--- config.mk ---
export PLATFORM = sky130hd
export DESIGN_NAME = game_logic_classic_multi_flat
export DESIGN_NICKNAME = d
export VERILOG_FILES = /design/src/rtl/game_logic_classic_multi_if.sv /design/src/rtl/game_logic_classic_multi.sv /design/src/flat_wrapper.sv
export SDC_FILE = /design/constraint.sdc
export NUM_CORES = 1
export LEC_CHECK = 0
export ABC_AREA = 1
export ABC_CLOCK_PERIOD_IN_PS = 2060
export CORE_UTILIZATION = 47
export CTS_BUF_LIST = sky130_fd_sc_hd__clkbuf_8
export DETAILED_ROUTE_END_ITERATION = 10
export PLACE_DENSITY = 0.79
export SKIP_LAST_GASP = 1
export SLEW_MARGIN = 5
export SYNTH_ARGS = -nofsm -noshare
export SYNTH_HDL_FRONTEND = slang
export SYNTH_SLANG_ARGS = --single-unit
export TNS_END_PERCENT = 1
--- constraint.sdc ---
create_clock -name clk -period 2.06 [get_ports clk]
set_input_delay 0.206 -clock clk [delete_from_list [all_inputs] [get_ports clk]]
set_output_delay 0.206 -clock clk [all_outputs]
set_load 0.05 [all_outputs]
--- src/rtl/game_logic_classic_multi_if.sv ---
// rtl/game_logic_classic_multi_if.sv - classic-mode game controller signal bundle
interface game_logic_classic_multi_if #(
  parameter int N_ENEMY = 4,
  parameter int SCORE_W = 5,
  parameter int LED_W   = 16,
  parameter int SEG_W   = 16,
  parameter int HP_W    = 4
);
  logic                       enable_game_classic;
  logic                       mytank_state;
  logic [N_ENEMY*SCORE_W-1:0] scores;
  logic [SEG_W-1:0]           seg_classic;
  logic [LED_W-1:0]           led_classic;
  logic [HP_W-1:0]            hp_value;
  logic                       gameover_classic;

  // Game objects and mode control drive the inputs, the output mux reads the results
  modport master (
    output enable_game_classic,
    output mytank_state,
    output scores,
    input  seg_classic,
    input  led_classic,
    input  hp_value,
    input  gameover_classic
  );

  // The controller itself
  modport slave (
    input  enable_game_classic,
    input  mytank_state,
    input  scores,
    output seg_classic,
    output led_classic,
    output hp_value,
    output gameover_classic
  );
endinterface

--- src/rtl/game_logic_classic_multi.sv ---
// rtl/game_logic_classic_multi.sv - classic-mode score, HP and game-over controller
module game_logic_classic_multi #(
  parameter int N_ENEMY    = 4,
  parameter int SCORE_W    = 5,
  parameter int HP_MAX     = 8,
  parameter int HP_INIT    = 8,
  parameter int BONUS_STEP = 10,
  parameter int LED_W      = 16,
  parameter int SEG_W      = 16
) (
  input  logic                         clk,
  input  logic                         rst_n,
  game_logic_classic_multi_if.slave    bus
);
  localparam int SUM_W = SCORE_W + $clog2(N_ENEMY);
  localparam int HP_W  = $clog2(HP_MAX + 1);
  localparam int THR_W = SUM_W + 1;

  localparam logic [THR_W-1:0] THR_MAX   = '1;
  localparam logic [THR_W-1:0] THR_STEP  = THR_W'(BONUS_STEP);
  localparam logic [HP_W-1:0]  HP_INIT_V = HP_W'(HP_INIT);
  localparam logic [HP_W-1:0]  HP_MAX_V  = HP_W'(HP_MAX);

  typedef enum logic [1:0] {
    IDLE = 2'd0,
    PLAY = 2'd1,
    OVER = 2'd2
  } state_t;

  state_t             state;
  logic [HP_W-1:0]    hp;
  logic [THR_W-1:0]   next_thr;
  logic               tank_d;
  logic [SUM_W-1:0]   score_total;
  logic [SEG_W-1:0]   seg_q;
  logic [LED_W-1:0]   led_q;
  logic               gameover_q;

  logic [SUM_W-1:0]   sum_comb;
  logic               hit;
  logic               bonus;
  logic [HP_W-1:0]    hp_next;
  logic [THR_W:0]     thr_sum;
  logic [THR_W-1:0]   thr_adv;

  // HP bar: the top n LEDs lit, MSB first
  function automatic logic [LED_W-1:0] bar(input logic [HP_W-1:0] n);
    logic [LED_W-1:0] b;
    b = '0;
    for (int i = 0; i < LED_W; i++) begin
      if (i < int'(n)) b[LED_W-1-i] = 1'b1;
    end
    return b;
  endfunction

  // Sum of all enemy kill scores; SUM_W is wide enough that this never wraps
  always_comb begin
    sum_comb = '0;
    for (int i = 0; i < N_ENEMY; i++) begin
      sum_comb = sum_comb + SUM_W'(bus.scores[i*SCORE_W +: SCORE_W]);
    end
  end

  // Hit on the falling edge of the alive flag, bonus when the total reaches the threshold
  always_comb begin
    hit   = tank_d & ~bus.mytank_state;
    bonus = (state == PLAY) && ({1'b0, score_total} >= next_thr);
  end

  // Threshold advance saturates so a runaway threshold never wraps back into range
  always_comb begin
    thr_sum = {1'b0, next_thr} + {1'b0, THR_STEP};
    thr_adv = thr_sum[THR_W] ? THR_MAX : thr_sum[THR_W-1:0];
  end

  // Next HP: a simultaneous hit and bonus cancel; a bonus at the ceiling is dropped
  always_comb begin
    hp_next = hp;
    if (bonus && !hit) begin
      if (hp != HP_MAX_V) hp_next = hp + HP_W'(1);
    end else if (hit && !bonus) begin
      hp_next = hp - HP_W'(1);
    end
  end

  // Game FSM with score pipeline and registered display/LED/game-over outputs
  always_ff @(posedge clk or negedge rst_n) begin
    if (!rst_n) begin
      state       <= IDLE;
      hp          <= HP_INIT_V;
      next_thr    <= THR_STEP;
      tank_d      <= 1'b1;
      score_total <= '0;
      seg_q       <= '0;
      led_q       <= bar(HP_INIT_V);
      gameover_q  <= 1'b0;
    end else begin
      tank_d      <= bus.mytank_state;
      score_total <= sum_comb;
      seg_q       <= SEG_W'(score_total);
      if (!bus.enable_game_classic) begin
        state      <= IDLE;
        hp         <= HP_INIT_V;
        next_thr   <= THR_STEP;
        led_q      <= bar(HP_INIT_V);
        gameover_q <= 1'b0;
      end else begin
        case (state)
          IDLE: begin
            // A hit sampled on the start edge is deliberately not applied
            state      <= PLAY;
            hp         <= HP_INIT_V;
            next_thr   <= THR_STEP;
            led_q      <= bar(HP_INIT_V);
            gameover_q <= 1'b0;
          end
          PLAY: begin
            hp    <= hp_next;
            led_q <= bar(hp_next);
            if (bonus) next_thr <= thr_adv;
            if (hp_next == '0) begin
              state      <= OVER;
              gameover_q <= 1'b1;
            end
          end
          OVER: begin
            hp         <= '0;
            led_q      <= '0;
            gameover_q <= 1'b1;
          end
          default: begin
            state      <= IDLE;
            hp         <= HP_INIT_V;
            next_thr   <= THR_STEP;
            led_q      <= bar(HP_INIT_V);
            gameover_q <= 1'b0;
          end
        endcase
      end
    end
  end

  assign bus.seg_classic      = seg_q;
  assign bus.led_classic      = led_q;
  assign bus.hp_value         = hp;
  assign bus.gameover_classic = gameover_q;

endmodule

--- src/flat_wrapper.sv ---
// flat-port wrapper written by rule: the top's interface ports become plain ports
module game_logic_classic_multi_flat 
#(
  parameter int N_ENEMY    = 4,
  parameter int SCORE_W    = 5,
  parameter int HP_MAX     = 8,
  parameter int HP_INIT    = 8,
  parameter int BONUS_STEP = 10,
  parameter int LED_W      = 16,
  parameter int SEG_W      = 16
)
  (clk, rst_n, bus_enable_game_classic, bus_mytank_state, bus_scores, bus_seg_classic, bus_led_classic, bus_hp_value, bus_gameover_classic);
  game_logic_classic_multi_if #(.N_ENEMY(N_ENEMY), .SCORE_W(SCORE_W), .LED_W(LED_W), .SEG_W(SEG_W)) bus_i ();
  input  logic clk;
  input  logic rst_n;
  input wire logic [$bits(bus_i.enable_game_classic)-1:0] bus_enable_game_classic;
  input wire logic [$bits(bus_i.mytank_state)-1:0] bus_mytank_state;
  input wire logic [$bits(bus_i.scores)-1:0] bus_scores;
  output wire logic [$bits(bus_i.seg_classic)-1:0] bus_seg_classic;
  output wire logic [$bits(bus_i.led_classic)-1:0] bus_led_classic;
  output wire logic [$bits(bus_i.hp_value)-1:0] bus_hp_value;
  output wire logic [$bits(bus_i.gameover_classic)-1:0] bus_gameover_classic;
  assign bus_i.enable_game_classic = bus_enable_game_classic;
  assign bus_i.mytank_state = bus_mytank_state;
  assign bus_i.scores = bus_scores;
  assign bus_seg_classic = bus_i.seg_classic;
  assign bus_led_classic = bus_i.led_classic;
  assign bus_hp_value = bus_i.hp_value;
  assign bus_gameover_classic = bus_i.gameover_classic;
  game_logic_classic_multi #(.N_ENEMY(N_ENEMY), .SCORE_W(SCORE_W), .HP_MAX(HP_MAX), .HP_INIT(HP_INIT), .BONUS_STEP(BONUS_STEP), .LED_W(LED_W), .SEG_W(SEG_W)) u_core (.clk(clk), .rst_n(rst_n), .bus(bus_i));
endmodule
### Word-level counts from Yosys, hierarchy flattened

Cells that the tools add are included.
Widths: inputs -> output; s select.

| storage, ports and cells | value |
|---|---|
| register bits after elaboration | 46 |
| bits of input ports | 24 |
| output and inout port bits | 37 |

| cells by class | value |
|---|---|
| add/sub/neg operators | 6 |
| order comparisons | 16 |
| equal/unequal tests | 6 |
| muxes and demuxes | 32 |
| bitwise logic cells | 2 |
| reduce and logical (&&, ||, !) cells | 9 |

Operators with widths:

| cell | count |
|---|---|
| $pmux 16 s2 | 1 |
| $lt 4x4->1 const A | 7 |
| $mux 8 | 3 |
| $mux 1 | 17 |
| $lt 3x4->1 const A | 4 |
| $mux 16 | 1 |
| $mux 4 | 4 |
| $pmux 8 s2 | 1 |
| $add 7x5->7 | 2 |
| $add 8x4->9 const B | 1 |
| $ge 7x8->1 | 1 |
| $lt 1x4->1 const A | 2 |
| $lt 2x4->1 const A | 2 |
| $pmux 4 s2 | 1 |
| $add 5x5->6 | 1 |
| $pmux 2 s3 | 1 |
| $add 4x1->4 const B | 1 |
| $logic_not 4->1 | 1 |
| $mux 2 | 2 |
| $ne 4x4->1 const B | 1 |
| $reduce_and 2->1 | 2 |
| $sub 4x1->4 const B | 1 |
| $logic_and 1x1->1 | 3 |
| $ne 3x2->1 const B | 1 |
| other kinds (9) | 10 |

### Depth between registers and ports, before layout

Gate-level depths: netlist (run 1).

| depth | value |
|---|---|
| word-level depth | 10 |
| gate-level depth with buffers | 20 |

### Worst setup path after synthesis (run 1)

No wires, ideal clock.

| timing | value |
|---|---|
| kind | in2reg |
| start point | input port bus_scores[2] |
| end point | register u_core.score_total[6] |
| setup time | 0.124 ns |
| arrival | 2.291 ns |
| required time | 1.936 ns |
| slack | -0.355 ns |
| cell stages on the path | 13 |
| path buffers | 0 |
| path through | ha_1 nand3_1 and2_1 xor2_1 fa_1 inv_1 ha_1 a21oi_1 inv_1 a31oi_1 nor2_1 nor2_1 o21bai_1 |

| between the ends | value |
|---|---|
| cells in the longest elaborated chain, start to end | 3 |

RTL lines:

| what | RTL line | source |
|---|---|---|
| start: declaration | flat_wrapper.sv:18 | `input wire logic [$bits(bus_i.scores)-1:0] bus_scores;` |
| $add 5x5->6 | game_logic_classic_multi.sv:60 | `sum_comb = sum_comb + SUM_W'(bus.scores[i*SCORE_W +: SCORE_W]);` |
| $add 7x5->7 (2 in series) | game_logic_classic_multi.sv:60 |  |
| via u_core.sum_comb[6] | game_logic_classic_multi.sv:39 | `logic [SUM_W-1:0] sum_comb;` |
| end signal: assignment | game_logic_classic_multi.sv:99 | `score_total <= sum_comb;` |
| end: declaration | game_logic_classic_multi.sv:34 | `logic [SUM_W-1:0] score_total;` |

The timed path passes the listed nets, and every way through them passes these cells.
A chain may end at the register's enable or synchronous reset.

### Worst setup path after layout (run 1)

Ends and elaborated chain as after synthesis.

==> results.py, run 1 <==
metrics = {
    "run_status": {
        "run_status": "finished, violations left",
        "violations": "setup timing",
    },
    "power": {
        "cellLeakagePower_nw": 1.818,
        "power_mw": 4.682,
        "powerDensity_nw_per_um2": 1264,
        "ir_worst_vdd_mv": 0.7516,
    },
    "logic_synthesis": {
        "synthesis.area_sq_um": 2654,
        "synthDistinctLibCells": 32,
        "synth_seq_cells": 44,
        "yosysWarnings": 0,
        "synth-simple-area-share": 0.1891,
        "synth_compound_area_frac": 0.07732,
        "synth_top_family_by_area": "simple AND/OR/NAND/NOR gates",
        "synthMuxAreaShare": 0,
        "synth-xor-area-share": 0.02640,
        "avgSynthCellArea_sq_um": 8.876,
        "synth_adder_area_share": 0.1612,
        "ys_seq_area_frac": 0.4201,
        "netlist_instances": 299,
    },
    "placement": {
        "portBuffers": 50,
        "dp_hpwl_mm": 4.099,
        "gp_congestion": 0.8276,
        "placed_area_sq_um": 3415,
        "place_worst_setup_slack_ns": -0.8958,
    },
    "sta": {
        "setup_viol": 23,
        "finalHoldWorstSlack_ns": 0.3277,
        "period_minus_slack_ns": 2.318,
        "relSlewSlack": 0.6501,
        "rsz0062_at_grt": "yes",
        "maxSlewViolCount": 0,
        "fmax_mhz": 431.3,
        "timing.final.ws_setup_ns": -0.2583,
        "skew_ns": 0.008470,
        "worstMarginPinSlew_ns": 0.5232,
        "finalCritPeriodShare": 1.125,
        "hold_viol_final": 0,
    },
    "floorplanning": {
        "dieHeight_um": 77.14,
        "io_pins": 61,
        "rows": 26,
        "floorplan.initialDensity": 0.5036,
        "die_area_sq_um": 5951,
        "core_area_sq_um": 5270,
        "die_x_um": 77.14,
    },
    "route": {
        "drc": 0,
        "totalWireLength_mm": 5.522,
        "firstDrtPassIters": 4,
        "drtIter0Drc": 81,
        "detail-route-antenna-nets": 0,
        "vias": 2183,
        "wl_per_cell_um": 12.08,
        "vias_per_cell": 4.777,
    },
    "final_layout": {
        "antenna_cells": 0,
        "n_fill_cell": 413,
        "post-route-cell-area_sq_um": 3705,
        "drive_gt1_frac": 0.2610,
        "area.growth.synth_to_final_pct": 39.60,
        "final_nets": 440,
        "final_util": 0.7030,
    },
    "cts": {
        "cts-root-buf": "clkbuf_8",
        "cts_buffers": 5,
        "clock_path_buffers": 2,
        "clkSinkCount": 44,
        "cts_tree": "yes",
        "path_clk_slew_ns": 0.08,
        "htree_levels": 2,
        "worstSkewPairLatency_ns": 0.30,
    },
    "min_path": {
        "hold_path.class": "input pin to flip-flop",
    },
    "global_route": {
        "grt_pass1_wl_mm": 9.308,
        "antenna_found_initial": 0,
        "grt_pass1_vias": 2187,
        "grt_max_degree": 45,
        "grt_usage": 0.1988,
        "gr-total-overflow": 0,
    },
    "critical_path": {
        "required_ns": 2.24,
        "path_cells": "clkdlybuf4s15_1 -> ha_4 -> a21oi_1 -> and2_4 -> xor2_2 -> fa_1 -> inv_2 -> ha_4 -> a21oi_2 -> inv_1 -> a31oi_2 -> nor2_1 -> nor2_1 -> o21bai_1",
        "start_kind": "input pin",
        "setup.worst_path.end_class": "flip-flop",
        "crit_type": "input pin to flip-flop",
        "crit_fanout": 3,
        "slowest_delay_ns": 0.53,
        "cp_data_arrival_time_ns": 2.50,
        "cpMaxStageDelayCell": "fa_1",
    },
    "job": {
        "max_cap_viol_count": 0,
    },
}
-- report_power, final --
| group | switching (mW) | internal (mW) |
|---|---|---|
| registers | 0.139 | 1.16 |
| logic | 1.67 | 1.04 |
| clock network | 0.305 | 0.365 |
| total | 2.11 | 2.57 |
-- flip-flops by register name, summed over array words and instances (netlist names) --
| signal | cells |
|---|---|
| u_core.bus.gameover_classic | 1 |
| u_core.bus.hp_value | 3 |
| u_core.bus.led_classic | 15 |
| u_core.bus.seg_classic | 7 |
| u_core.next_thr | 8 |
| u_core.score_total | 7 |
| u_core.state | 2 |
| u_core.tank_d | 1 |
-- through the flow --
step	TNS [ns]	std cells
after floorplan	-1.512	308
after global placement	-6.609	442
after detailed placement	-7.558	442
after CTS	-4.008	456
after global routing	-8.522	457
final	-4.293	457
-- synth_stat cells, drive strengths merged --
library cell	count	area, sq um
nand4	2	12.51
and2	1	6.260
dfrtp	33	825.8
nand2	57	251.5
buf	12	90.09
fa	7	140.1
o21a	2	15.01
o21ai	14	70.06
nand3b	1	7.510
a21oi	13	65.06
o22ai	3	18.77
nor2	22	102.6
a31oi	1	6.260
xor2	7	61.31
ha	23	287.8
o21bai	2	15.01
conb	1	3.750
o211ai	2	15.01
nand3	18	107.6
dfstp	11	289.0
inv	64	240.2
xnor2	1	8.760
or2	1	8.760
nor3	1	5.000
-- area by class of cell --
| type | instances | area, sq um | area share |
|---|---|---|---|
| clock buffer | 5 | 68.82 | 0.01857 |
| clock inverter | 3 | 46.29 | 0.01250 |
| multi-input combinational | 188 | 1405 | 0.3793 |
| inverter | 64 | 240.2 | 0.06484 |
| sequential | 44 | 1115 | 0.3009 |
| tap | 70 | 87.58 | 0.02364 |
| timing repair buffer | 83 | 742.0 | 0.2003 |
-- cells by family after synthesis --
| family | count (synthesis) |
|---|---|
| compound gates | 37 |
| xor+xnor | 8 |
| fa+ha+maj | 30 |
| buf+inv | 76 |
| flops | 44 |
| other cells | 1 |
| simple gates | 103 |
-- timing repair --
action / CTS / global route
hold buffers: 1 / 0
pin swaps: 26 / 7
setup buffers: 5 / 1
setup endpoints to repair: 24 / 28
gates resized for setup: 34 / 6
endpoints found under the hold margin: 33 / 0
-- placed cells by master, fill, tap and decap left out, types with 3 or more instances in the layout --
| cell | n |
|---|---|
| ha_4 | 7 |
| o21ai_0 | 11 |
| nand2_4 | 6 |
| a21oi_1 | 10 |
| ha_1 | 14 |
| o22ai_1 | 3 |
| dfstp_2 | 11 |
| nand2_1 | 44 |
| fa_1 | 5 |
| inv_1 | 57 |
| nand2_2 | 7 |
| nor2_2 | 4 |
| inv_2 | 7 |
| o21ai_1 | 3 |
| clkdlybuf4s50_1 | 42 |
| a21oi_2 | 3 |
| conb_1 | 10 |
| nand3_1 | 16 |
| clkdlybuf4s15_1 | 3 |
| xor2_1 | 6 |
| nor2_1 | 16 |
| clkbuf_8 | 5 |
| dfrtp_1 | 33 |
| buf_4 | 32 |
-- layer usage --
metal | share of wire | routed length [um] | vias to the layer above | GRT usage
met1 | 0.40 | 2223 | 1048 | 0.2239
met4 | 0.020 | 109 | 0 | 0.06604
met5 | 0 | 0 | - | 0
met2 | 0.55 | 3019 | 44 | 0.3726
met3 | 0.031 | 170 | 12 | 0.03571
li1 | - | - | 1079 | -
-- critical path, delay by kind of cell --
family / cells / cell delay, ns
buffers and inverters: 3 / 0.30
adder cells (fa/ha/maj): 3 / 1.02
AO/OA/AOI/OAI: 4 / 0.44
AND/OR/NAND/NOR: 3 / 0.34
XOR/XNOR: 1 / 0.18
-- worst paths after layout --
check,startpoint,endpoint,slack [ns],cells after the start
worst min-delay path,bus_scores[5],u_core.score_total[0],0.33,3
worst max register to register,u_core.next_thr[3],u_core.state[1],-0.25,19
min in group asynchronous,rst_n,u_core.next_thr[0],0.49,3
worst max-delay path,bus_scores[2],u_core.score_total[6],-0.26,14
max in group asynchronous,rst_n,u_core.bus.led_classic[11],1.19,3
worst min register to register,u_core.score_total[5],u_core.bus.seg_classic[5],0.39,0
Note: power is estimated with default switching activity, not from simulation.
==> run 2: changes to the inputs <==
--- a/config.mk
+++ b/config.mk
@@ -7,12 +7,13 @@
 export LEC_CHECK = 0
 export ABC_AREA = 1
 export ABC_CLOCK_PERIOD_IN_PS = 2060
+export CAP_MARGIN = 30
 export CORE_UTILIZATION = 47
 export CTS_BUF_LIST = sky130_fd_sc_hd__clkbuf_8
 export DETAILED_ROUTE_END_ITERATION = 10
 export PLACE_DENSITY = 0.79
 export SKIP_LAST_GASP = 1
-export SLEW_MARGIN = 5
+export SLEW_MARGIN = 20
 export SYNTH_ARGS = -nofsm -noshare
 export SYNTH_HDL_FRONTEND = slang
 export SYNTH_SLANG_ARGS = --single-unit
==> results of run 2 <==
Final layout, timing and power as in run 1 (identical DEF).
